**src/rtl/uart_pkg.sv**
```systemverilog
// Shared constants, byte-FSM state type and baud-tick helper
// for the 5-byte UART receive link.
package uart_pkg;

  localparam int DATA_BITS      = 8;
  localparam int BYTES_PER_WORD = 5;

  // oversample ticks used for the 3-sample majority vote
  localparam int SMP_A = 7;
  localparam int SMP_B = 8;
  localparam int SMP_C = 9;

  typedef enum logic [1:0] {
    IDLE,
    START,
    DATA,
    STOP
  } rx_state_e;

  // clocks per oversample tick, truncated, never below 1
  function automatic int tick_div(
    input int clk_hz,
    input int baud,
    input int osr
  );
    int d;
    d = clk_hz / (baud * osr);
    return (d < 1) ? 1 : d;
  endfunction

endpackage

```
**src/rtl/uart_byte_rx.sv**
```systemverilog
// 8N1 byte receiver: synchroniser, oversample tick generator,
// byte FSM with 3-sample majority voting and framing check.
module uart_byte_rx
  import uart_pkg::*;
#(
  parameter int CLK_HZ = 50000000,
  parameter int BAUD   = 115200,
  parameter int OSR    = 16
) (
  input  logic       Clk,
  input  logic       Reset,
  input  logic       uart_rx,
  output logic [7:0] byte_data,
  output logic       byte_valid,
  output logic       frame_err,
  output logic       start_edge,
  output logic       idle
);

  localparam int TICK_DIV = tick_div(CLK_HZ, BAUD, OSR);
  localparam int DIV_W    = (TICK_DIV > 1) ? $clog2(TICK_DIV) : 1;
  localparam int OSR_W    = $clog2(OSR);

  logic             rx_m_q;
  logic             rx_s_q;
  logic             rx_p_q;
  logic [DIV_W-1:0] div_q, div_d;
  logic             tick;
  rx_state_e        state_q, state_d;
  logic [OSR_W-1:0] tidx_q, tidx_d;
  logic [1:0]       smp_q, smp_d;
  logic [2:0]       bit_q, bit_d;
  logic [7:0]       sh_q, sh_d;
  logic             bv_q, bv_d;
  logic             fe_q, fe_d;
  logic             fall;
  logic             maj;
  logic             smp_en;
  logic             at_c;
  logic             at_end;

  // two-flop synchroniser plus one flop of history for edge detect
  always_ff @(posedge Clk or posedge Reset) begin
    if (Reset) begin
      rx_m_q <= 1'b1;
      rx_s_q <= 1'b1;
      rx_p_q <= 1'b1;
    end else begin
      rx_m_q <= uart_rx;
      rx_s_q <= rx_m_q;
      rx_p_q <= rx_s_q;
    end
  end

  assign fall       = rx_p_q & ~rx_s_q;
  assign idle       = (state_q == IDLE);
  assign start_edge = fall & idle;

  assign tick   = (div_q == DIV_W'(TICK_DIV - 1));
  assign smp_en = tick & ((tidx_q == OSR_W'(SMP_A)) |
                          (tidx_q == OSR_W'(SMP_B)));
  assign at_c   = tick & (tidx_q == OSR_W'(SMP_C));
  assign at_end = tick & (tidx_q == OSR_W'(OSR - 1));

  assign maj = (smp_q[1] & smp_q[0]) |
               (smp_q[1] & rx_s_q)   |
               (smp_q[0] & rx_s_q);

  // tick divider, re-phased on every accepted start edge
  always_comb begin
    div_d = div_q + 1'b1;
    if (start_edge || tick) div_d = '0;
  end

  // tick divider register
  always_ff @(posedge Clk or posedge Reset) begin
    if (Reset) div_q <= '0;
    else       div_q <= div_d;
  end

  // byte FSM next-state and datapath
  always_comb begin
    state_d = state_q;
    tidx_d  = tidx_q;
    smp_d   = smp_q;
    bit_d   = bit_q;
    sh_d    = sh_q;
    bv_d    = 1'b0;
    fe_d    = 1'b0;
    if (tick) begin
      if (tidx_q == OSR_W'(OSR - 1)) tidx_d = '0;
      else                           tidx_d = tidx_q + 1'b1;
    end
    if (smp_en) smp_d = {smp_q[0], rx_s_q};
    unique case (state_q)
      IDLE: begin
        if (fall) begin
          state_d = START;
          tidx_d  = '0;
        end
      end
      START: begin
        if (at_c && maj) begin
          state_d = IDLE;
        end else if (at_end) begin
          state_d = DATA;
          bit_d   = '0;
        end
      end
      DATA: begin
        if (at_c) sh_d = {maj, sh_q[7:1]};
        if (at_end) begin
          if (bit_q == 3'(DATA_BITS - 1)) state_d = STOP;
          else                            bit_d   = bit_q + 1'b1;
        end
      end
      STOP: begin
        if (at_c) begin
          state_d = IDLE;
          bv_d    = maj;
          fe_d    = ~maj;
        end
      end
      default: state_d = IDLE;
    endcase
  end

  // byte FSM state and datapath registers
  always_ff @(posedge Clk or posedge Reset) begin
    if (Reset) begin
      state_q <= IDLE;
      tidx_q  <= '0;
      smp_q   <= 2'b11;
      bit_q   <= '0;
      sh_q    <= '0;
      bv_q    <= 1'b0;
      fe_q    <= 1'b0;
    end else begin
      state_q <= state_d;
      tidx_q  <= tidx_d;
      smp_q   <= smp_d;
      bit_q   <= bit_d;
      sh_q    <= sh_d;
      bv_q    <= bv_d;
      fe_q    <= fe_d;
    end
  end

  assign byte_data  = sh_q;
  assign byte_valid = bv_q;
  assign frame_err  = fe_q;

endmodule

```
**src/rtl/uart_rx_data40.sv**
```systemverilog
// 5-byte UART word receiver: assembles bytes into a 40-bit word.
// Optional inter-byte timeout enabled by UART_RX_TIMEOUT_EN.
module uart_rx_data40
  import uart_pkg::*;
#(
  parameter int CLK_HZ       = 50000000,
  parameter int BAUD         = 115200,
  parameter int OSR          = 16,
  parameter int TIMEOUT_BITS = 20
) (
  input  logic        Clk,
  input  logic        Reset,
  input  logic        uart_rx,
  output logic [39:0] Data40,
  output logic        Rx_Done,
  output logic        Rx_Busy,
  output logic        Frame_Err,
  output logic        Timeout_Err
);

  logic [7:0]  byte_data;
  logic        byte_valid;
  logic        frame_err;
  logic        start_edge;
  logic        idle;
  logic [2:0]  k_q, k_d;
  logic [31:0] sh_q, sh_d;
  logic [39:0] data_q, data_d;
  logic        done_q, done_d;
  logic        to_q, to_d;
  logic        to_fire;

  uart_byte_rx #(
    .CLK_HZ (CLK_HZ),
    .BAUD   (BAUD),
    .OSR    (OSR)
  ) u_byte (
    .Clk        (Clk),
    .Reset      (Reset),
    .uart_rx    (uart_rx),
    .byte_data  (byte_data),
    .byte_valid (byte_valid),
    .frame_err  (frame_err),
    .start_edge (start_edge),
    .idle       (idle)
  );

`ifdef UART_RX_TIMEOUT_EN
  localparam int TICK_DIV = tick_div(CLK_HZ, BAUD, OSR);
  localparam int DIV_W    = (TICK_DIV > 1) ? $clog2(TICK_DIV) : 1;
  localparam int TO_LIM   = TIMEOUT_BITS * OSR;
  localparam int TO_W     = $clog2(TO_LIM + 1);

  logic [DIV_W-1:0] tdiv_q;
  logic             tick;
  logic [TO_W-1:0]  to_cnt_q, to_cnt_d;

  assign tick = (tdiv_q == DIV_W'(TICK_DIV - 1));

  // local tick divider, phase-aligned with the byte receiver
  always_ff @(posedge Clk or posedge Reset) begin
    if (Reset)                    tdiv_q <= '0;
    else if (start_edge || tick)  tdiv_q <= '0;
    else                          tdiv_q <= tdiv_q + 1'b1;
  end

  // idle-gap counter; a start edge always beats the timeout
  always_comb begin
    to_cnt_d = to_cnt_q;
    to_fire  = 1'b0;
    if (start_edge || k_q == '0) begin
      to_cnt_d = '0;
    end else if (idle && tick) begin
      if (to_cnt_q == TO_W'(TO_LIM - 1)) begin
        to_fire  = 1'b1;
        to_cnt_d = '0;
      end else begin
        to_cnt_d = to_cnt_q + 1'b1;
      end
    end
  end

  // idle-gap counter register
  always_ff @(posedge Clk or posedge Reset) begin
    if (Reset) to_cnt_q <= '0;
    else       to_cnt_q <= to_cnt_d;
  end
`else
  logic unused_cfg;

  assign to_fire    = 1'b0;
  assign unused_cfg = start_edge & (TIMEOUT_BITS != 0);
`endif

  // word assembler: shadow fill, publish on fifth byte, abort paths
  always_comb begin
    k_d    = k_q;
    sh_d   = sh_q;
    data_d = data_q;
    done_d = 1'b0;
    to_d   = 1'b0;
    if (byte_valid) begin
      if (k_q == 3'(BYTES_PER_WORD - 1)) begin
        data_d = {byte_data, sh_q};
        done_d = 1'b1;
        k_d    = '0;
      end else begin
        sh_d[{k_q[1:0], 3'b000} +: 8] = byte_data;
        k_d = k_q + 1'b1;
      end
    end else if (to_fire) begin
      k_d  = '0;
      to_d = 1'b1;
    end
    if (frame_err) k_d = '0;
  end

  // assembler registers
  always_ff @(posedge Clk or posedge Reset) begin
    if (Reset) begin
      k_q    <= '0;
      sh_q   <= '0;
      data_q <= '0;
      done_q <= 1'b0;
      to_q   <= 1'b0;
    end else begin
      k_q    <= k_d;
      sh_q   <= sh_d;
      data_q <= data_d;
      done_q <= done_d;
      to_q   <= to_d;
    end
  end

  assign Data40      = data_q;
  assign Rx_Done     = done_q;
  assign Rx_Busy     = (k_q != '0) | ~idle;
  assign Frame_Err   = frame_err;
  assign Timeout_Err = to_q;

endmodule
```
**config.mk**
```make
export PLATFORM = sky130hd
export DESIGN_NAME = uart_rx_data40
export DESIGN_NICKNAME = d
export VERILOG_FILES = /design/src/rtl/uart_pkg.sv /design/src/rtl/uart_byte_rx.sv /design/src/rtl/uart_rx_data40.sv
export SDC_FILE = /design/constraint.sdc
export NUM_CORES = 1
export LEC_CHECK = 0
export CAP_MARGIN = 20
export CELL_PAD_IN_SITES_DETAIL_PLACEMENT = 0
export CELL_PAD_IN_SITES_GLOBAL_PLACEMENT = 2
export CORE_MARGIN = 1.5
export CORE_UTILIZATION = 37
export CTS_CLUSTER_DIAMETER = 120
export DETAILED_ROUTE_END_ITERATION = 7
export PLACE_DENSITY = 0.76
export SLEW_MARGIN = 15
export SYNTH_ARGS = -nofsm -noshare
export SYNTH_HDL_FRONTEND = slang
export SYNTH_SLANG_ARGS = --single-unit
export TNS_END_PERCENT = 20
```
**constraint.sdc**
```tcl
create_clock -name Clk -period 3.7 [get_ports Clk]
set_clock_uncertainty 0.2 [all_clocks]
set_input_delay 0.37 -clock Clk [delete_from_list [all_inputs] [get_ports Clk]]
set_output_delay 0.37 -clock Clk [all_outputs]
set_load 0.05 [all_outputs]
```
==> reports/results.tsv, run 1 <==
metric	value	unit
ir_worst_vdd	0.2368	mV
cts_tree	built	
multi_input_area	1667	um^2
io_buffers	45	
yosysMostFrequentCell	dfrtp_1	
synth_cell_types	34	
ant_nets	0	
rsz0062_at_grt	false	
die-area	12570	um^2
antenna_cells	0	
failed_checks	design-rule violations	
ctsHoldBuffers	0	
via_per_inst	4.732	
overflow	0	
grt_usage	14.55	%
setup_viol	0	
cts-root-buf	clkbuf_16	
fmaxAchievable	352.8	MHz
die_y	112.1	um
maxSlewHeadroom	32.95	%
p_total	2.337	mW
cts_buffer_depth	2	
fp-row-count	39	
async_flop_share	100.0	%
yosysWarnings	0	
post_cts_resized	0	
status	finished with violations	
timing.final.crit_period	2834	ps
min_path_type	reg -> reg	
crit_type	reg -> out	
grt_pass1_wl	14.35	mm
pin_count	47	
clk_pin_slew	70	ps
fin_setup_tns	0	ps
cts_setup_buffers	0	
synth_top_area_cell	dfrtp_1	
worstPathRequired	3130	ps
synthDominantCellAreaShare	56.82	%
crit_path_max_fanout	9	
clk-insertion-delay-late	340	ps
cts_sinks	105	
cts_made_buffers	9	
arrival	2260	ps
startpoint_type	register	
antenna_found_initial	0	
drive_gt1_share	16.97	%
syn_nets	404	
via_count	2740	
initial_utilization	38.24	%
gp_congestion	0.7390	
seq_area_frac_synth	59.80	%
grt_max_degree	57	
core_area	11520	um^2
max_cap_viol_count	0	
synth.avg_cell_area	11.50	um^2
holdWs	157.4	ps
hold_viol	0	
finalMaxSlewViolations	0	
regArea	2634	um^2
syn_to_final_growth	20.48	%
synth_edf_count	0	
tightest_slew	1004	ps
synth_ff_type	dfrtp_1	
ctsHtreeMaxLevel	3	
hpwl	5.650	mm
route.detailed.drc	8	
synth_cells	383	
min_period_over_period	76.60	%
power.leakage	2.459	nW
wire_per_inst	14.34	um
ys_seq_elements	105	
fp.dieW	112.1	um
synth_area_leaders	dfrtp_1, mux2_2, nand2_1, ha_1, o21ai_0	
dr.pass1.iters	6	
grt_pass1_vias	2827	
fill_cells	1097	
fin_nets	452	
synth_area	4404	um^2
p_per_area	440.4	nW/um^2
ys_top_cells_by_count	dfrtp_1, nand2_1, mux2_2	
end_kind	primary output	
drt_iter0_markers	133	
drt_wl_total	8.305	mm
-- cell usage in the layout, fill, tap and decap left out, types with 2 or more instances in the layout --
| cell type | count |
|---|---|
| nand4_1 | 3 |
| xnor2_1 | 3 |
| nand3_1 | 6 |
| xor2_1 | 2 |
| dfrtp_1 | 100 |
| nor2_1 | 17 |
| and3_1 | 4 |
| nand2_1 | 78 |
| clkbuf_1 | 2 |
| clkdlybuf4s50_1 | 45 |
| inv_1 | 14 |
| dfstp_2 | 5 |
| nor3b_1 | 3 |
| clkbuf_16 | 9 |
| clkbuf_8 | 2 |
| clkinv_2 | 3 |
| mux2_2 | 48 |
| o21ai_0 | 41 |
| buf_4 | 3 |
| nor3_1 | 3 |
| a31oi_1 | 4 |
| ha_1 | 18 |
| a21oi_1 | 6 |
-- report_power, final --
group,internal [mW],switching (mW)
logic,0.0858,0.136
clock network,0.490,0.394
registers,1.19,0.0440
-- critical path, stage by stage, from the launching register on --
cell             delay, ps
dfrtp_1                440
inv_1                  160
ha_1                   350
nand3b_1               160
clkdlybuf4s50_1        810
-- worst paths after layout --
kind / startpoint / end / slack (ps) / cells past startpoint
worst max-delay path: k_q[0]$_DFFE_PP0P_ / Rx_Busy / 870 / 4
min in group asynchronous: Reset / Data40[7]$_DFFE_PP0P_ / 270 / 2
worst min register to register: u_byte.rx_m_q$_DFF_PP1_ / u_byte.rx_s_q$_DFF_PP1_ / 160 / 0
max in group asynchronous: Reset / u_byte.byte_data[7]$_DFFE_PP0P_ / 2320 / 3
worst max register to register: k_q[0]$_DFFE_PP0P_ / Data40[15]$_DFFE_PP0P_ / 1100 / 5
worst min-delay path: u_byte.rx_m_q$_DFF_PP1_ / u_byte.rx_s_q$_DFF_PP1_ / 160 / 0
-- kinds of logic after synthesis --
kind of cell	Yosys count	synth area share [%]
xor+xnor	5	0.9945
flops	105	59.80
simple gates	120	11.62
mux	50	12.76
fa+ha+maj	19	5.341
buf+inv	27	2.471
other cells	1	0.08515
compound gates	56	6.932
-- cell type report --
| type | count | share of cell area [%] |
|---|---|---|
| clock buffer | 13 | 4.905 |
| clock inverter | 3 | 0.2830 |
| inverter | 15 | 1.108 |
| multi-input combinational | 251 | 31.41 |
| sequential | 105 | 49.63 |
| tap | 143 | 3.372 |
| timing repair buffer | 49 | 9.290 |
-- sequential cells by signal, summed over array words and instances, names as in the netlist, named ones only --
| signal | flops |
|---|---|
| u_byte.rx_p_q | 1 |
| u_byte.state_q | 1 |
| u_byte.rx_s_q | 1 |
| u_byte.byte_valid | 1 |
| u_byte.bit_q | 3 |
| k_q | 3 |
| sh_q | 32 |
| u_byte.smp_q | 2 |
| Data40 | 40 |
| u_byte.rx_m_q | 1 |
| u_byte.div_q | 5 |
| Rx_Done | 1 |
| u_byte.byte_data | 8 |
| u_byte.tidx_q | 4 |
| u_byte.frame_err | 1 |
-- per-layer routing --
layer	vias up	global-route usage, %	wire [um]
met1	1311	19.19	4071
met4	0	5.148	120
met5	-	0	0
met3	10	3.618	283
met2	38	23.52	3829
li1	1381	-	-
-- metrics by stage --
step | cell area [um^2] | std cells | util, % | worst slack (ps)
2_1_floorplan | 4404 | 383 | - | 377.7
3_3_place_gp | 5031 | 563 | 43.69 | 1184
3_5_place_dp | 5031 | 563 | 43.69 | 1088
4_1_cts | 5306 | 579 | 46.08 | 868.6
5_1_grt | 5306 | 579 | 46.08 | 781.8
6_report | 5306 | 579 | 46.08 | 865.7
Note: power is estimated with default switching activity, not from simulation.
==> run 2, diff against run 1 <==
==> constraint.sdc (replaced) <==
create_clock -name Clk -period 2.9 [get_ports Clk]
set_clock_uncertainty 0.2 [all_clocks]
set_input_delay 0.29 -clock Clk [delete_from_list [all_inputs] [get_ports Clk]]
set_output_delay 0.29 -clock Clk [all_outputs]
set_load 0.05 [all_outputs]
==> reports/results.tsv, run 2 (synthesis gave the netlist of run 1 again) <==
metric	value	unit	change
fin_ws	166.8	ps	was 865.7 ps
overflow	0		unchanged
final_common_cell	dfrtp_1		unchanged
largest_register_ffs	40		unchanged
switching_share	25.18	%	was 24.54%
grt_pass1_wl	14.31	mm	was 14.35 mm
ctsHtreeMaxLevel	3		unchanged
min_period_over_period	94.25	%	
die-area	12570	um^2	unchanged
fill_cells	1076		was 1097
maxSlewHeadroom	52.02	%	was 32.95%
drive_gt1_share	17.77	%	was 16.97%
die_y	112.1	um	unchanged
timing.rr.start	k_q[0]$_DFFE_PP0P_		unchanged
failed_checks	design-rule violations		unchanged
fmaxAchievable	365.9	MHz	
p_sw	750.3	uW	was 573.4 uW
post_cts_resized	0		unchanged
setup_viol	0		unchanged
fin_nets	455		was 452
antenna_found_initial	0		unchanged
pin_count	47		unchanged
fp.dieW	112.1	um	unchanged
r2r_end	Data40[2]$_DFFE_PP0P_		was Data40[15]$_DFFE_PP0P_
fp-row-count	39		unchanged
clk-insertion-delay-late	340	ps	about the same
status	finished with violations		unchanged
core_area	11520	um^2	unchanged
p_per_area	556.6	nW/um^2	was 440.4 nW/um^2
worstPathRequired	2410	ps	was 3130 ps
grt_usage	14.54	%	was 14.55%
reg2reg_slack	450	ps	was 1100 ps
hold_viol	0		unchanged
max_cap_viol_count	0		unchanged
cts_setup_buffers	0		unchanged
timing.final.crit_period	2733	ps	
p_int	2.230	mW	was 1.764 mW
ir_worst_vdd	0.3788	mV	was 0.2368 mV
initial_utilization	38.24	%	unchanged
clkPwrFrac	37.8	%	about the same
r2r_cells	5		unchanged
ctsHoldBuffers	0		unchanged
startpoint_type	register		unchanged
wire_per_inst	14.34	um	about the same
finalMaxSlewViolations	0		unchanged
cts_made_buffers	9		unchanged
cts_buffer_depth	2		unchanged
arrival	2240	ps	was 2260 ps
final_cell_mix	dfrtp_1, nand2_1, mux2_2		unchanged
power.share.sequential	52.7	%	about the same
min-delay-start	uart_rx		was u_byte.rx_m_q$_DFF_PP1_
fin_setup_tns	0	ps	unchanged
grt_max_degree	42		was 57
power.leakage	2.477	nW	was 2.459 nW
grt_pass1_vias	2817		was 2827
ant_nets	0		unchanged
drt_iter0_markers	118		was 133
p_comb_share	9.5	%	about the same
cts_sinks	105		unchanged
min_to	u_byte.rx_m_q$_DFF_PP1_		was u_byte.rx_s_q$_DFF_PP1_
io_buffers	45		unchanged
rsz0062_at_grt	false		unchanged
cts_tree	built		unchanged
holdPathStages	1		was 0
end_kind	primary output		unchanged
route.detailed.drc	7		was 8
min_path_type	in -> reg		was reg -> reg
antenna_cells	0		unchanged
gp_congestion	0.7616		was 0.7390
crit_path_max_fanout	9		unchanged
drt_wl_total	8.343	mm	was 8.305 mm
via_count	2797		was 2740
cts-root-buf	clkbuf_16		unchanged
dr.pass1.iters	6		unchanged
dp_slack	429.0	ps	was 1088 ps
hpwl	5.717	mm	was 5.650 mm
via_per_inst	4.806		was 4.732
syn_to_final_growth	21.56	%	was 20.48%
clk_pin_slew	70	ps	about the same
tightest_slew	718.2	ps	was 1004 ps
crit_type	reg -> out		unchanged
## run 2: cell count changes in the layout (fill, tap and decap cells not counted)
cell        change
buf_4           +1
clkbuf_8        -1
buf_12          +2
clkinvlp_4      +2
inv_4           -1
clkinv_4        +1
clkbuf_1        -1
## run 2: how the worst max path moves through the flow
stage	cells past startpoint	endpoint	startpoint	slack, ps
6_report	4	Rx_Busy	k_q[0]$_DFFE_PP0P_	170
5_1_grt	4	Rx_Busy	k_q[0]$_DFFE_PP0P_	10
4_1_cts	4	Rx_Busy	k_q[0]$_DFFE_PP0P_	140
3_3_place_gp	5	Data40[25]$_DFFE_PP0P_	k_q[0]$_DFFE_PP0P_	540
3_5_place_dp	5	Data40[2]$_DFFE_PP0P_	k_q[0]$_DFFE_PP0P_	430
2_1_floorplan	6	Data40[0]$_DFFE_PP0P_	k_q[0]$_DFFE_PP0P_	800
## run 2: worst max-delay path, stage by stage (launching register included)
cell,delay (ps)
dfrtp_1,440
inv_1,150
ha_1,340
nand3b_1,160
clkdlybuf4s50_1,820
## run 2: cell type report
class	instances	area, um^2	area share, %
Sequential cell	105	2634	49.19
Clock buffer	11	242.7	4.534
Tap cell	143	178.9	3.342
Multi-Input combinational cell	251	1667	31.13
Clock inverter	5	31.28	0.5842
Inverter	15	60.06	1.122
Timing Repair Buffer	52	540.5	10.10
## run 2: routing by layer
metal	share of wire (%)	global-route usage [%]
met3	2.7	2.754
met5	0	0
met1	49	19.30
met4	2.1	6.751
met2	47	23.23
## run 2: per-stage QoR
step                instances  total power [mW]  hold slack [ps]  instance area [um^2]  utilization (%)
finish                    582             2.980            157.8                  5354            46.49
detailed placement        566             1.888            150.6                  5080            44.11
global placement          566             1.885            147.5                  5080            44.11
CTS                       582             3.031            140.8                  5354            46.49
floorplan                 383             1.803            94.48                  4408                -
global route              582             3.128            165.5                  5354            46.49
## run 2: power groups by stage
stage	clock (mW)	sequential (mW)	combinational, mW
finish	1.13	1.57	0.284
global route	1.22	1.58	0.325
CTS	1.17	1.57	0.292
detailed placement	0	1.60	0.292
global placement	0	1.60	0.290
floorplan	0	1.58	0.219
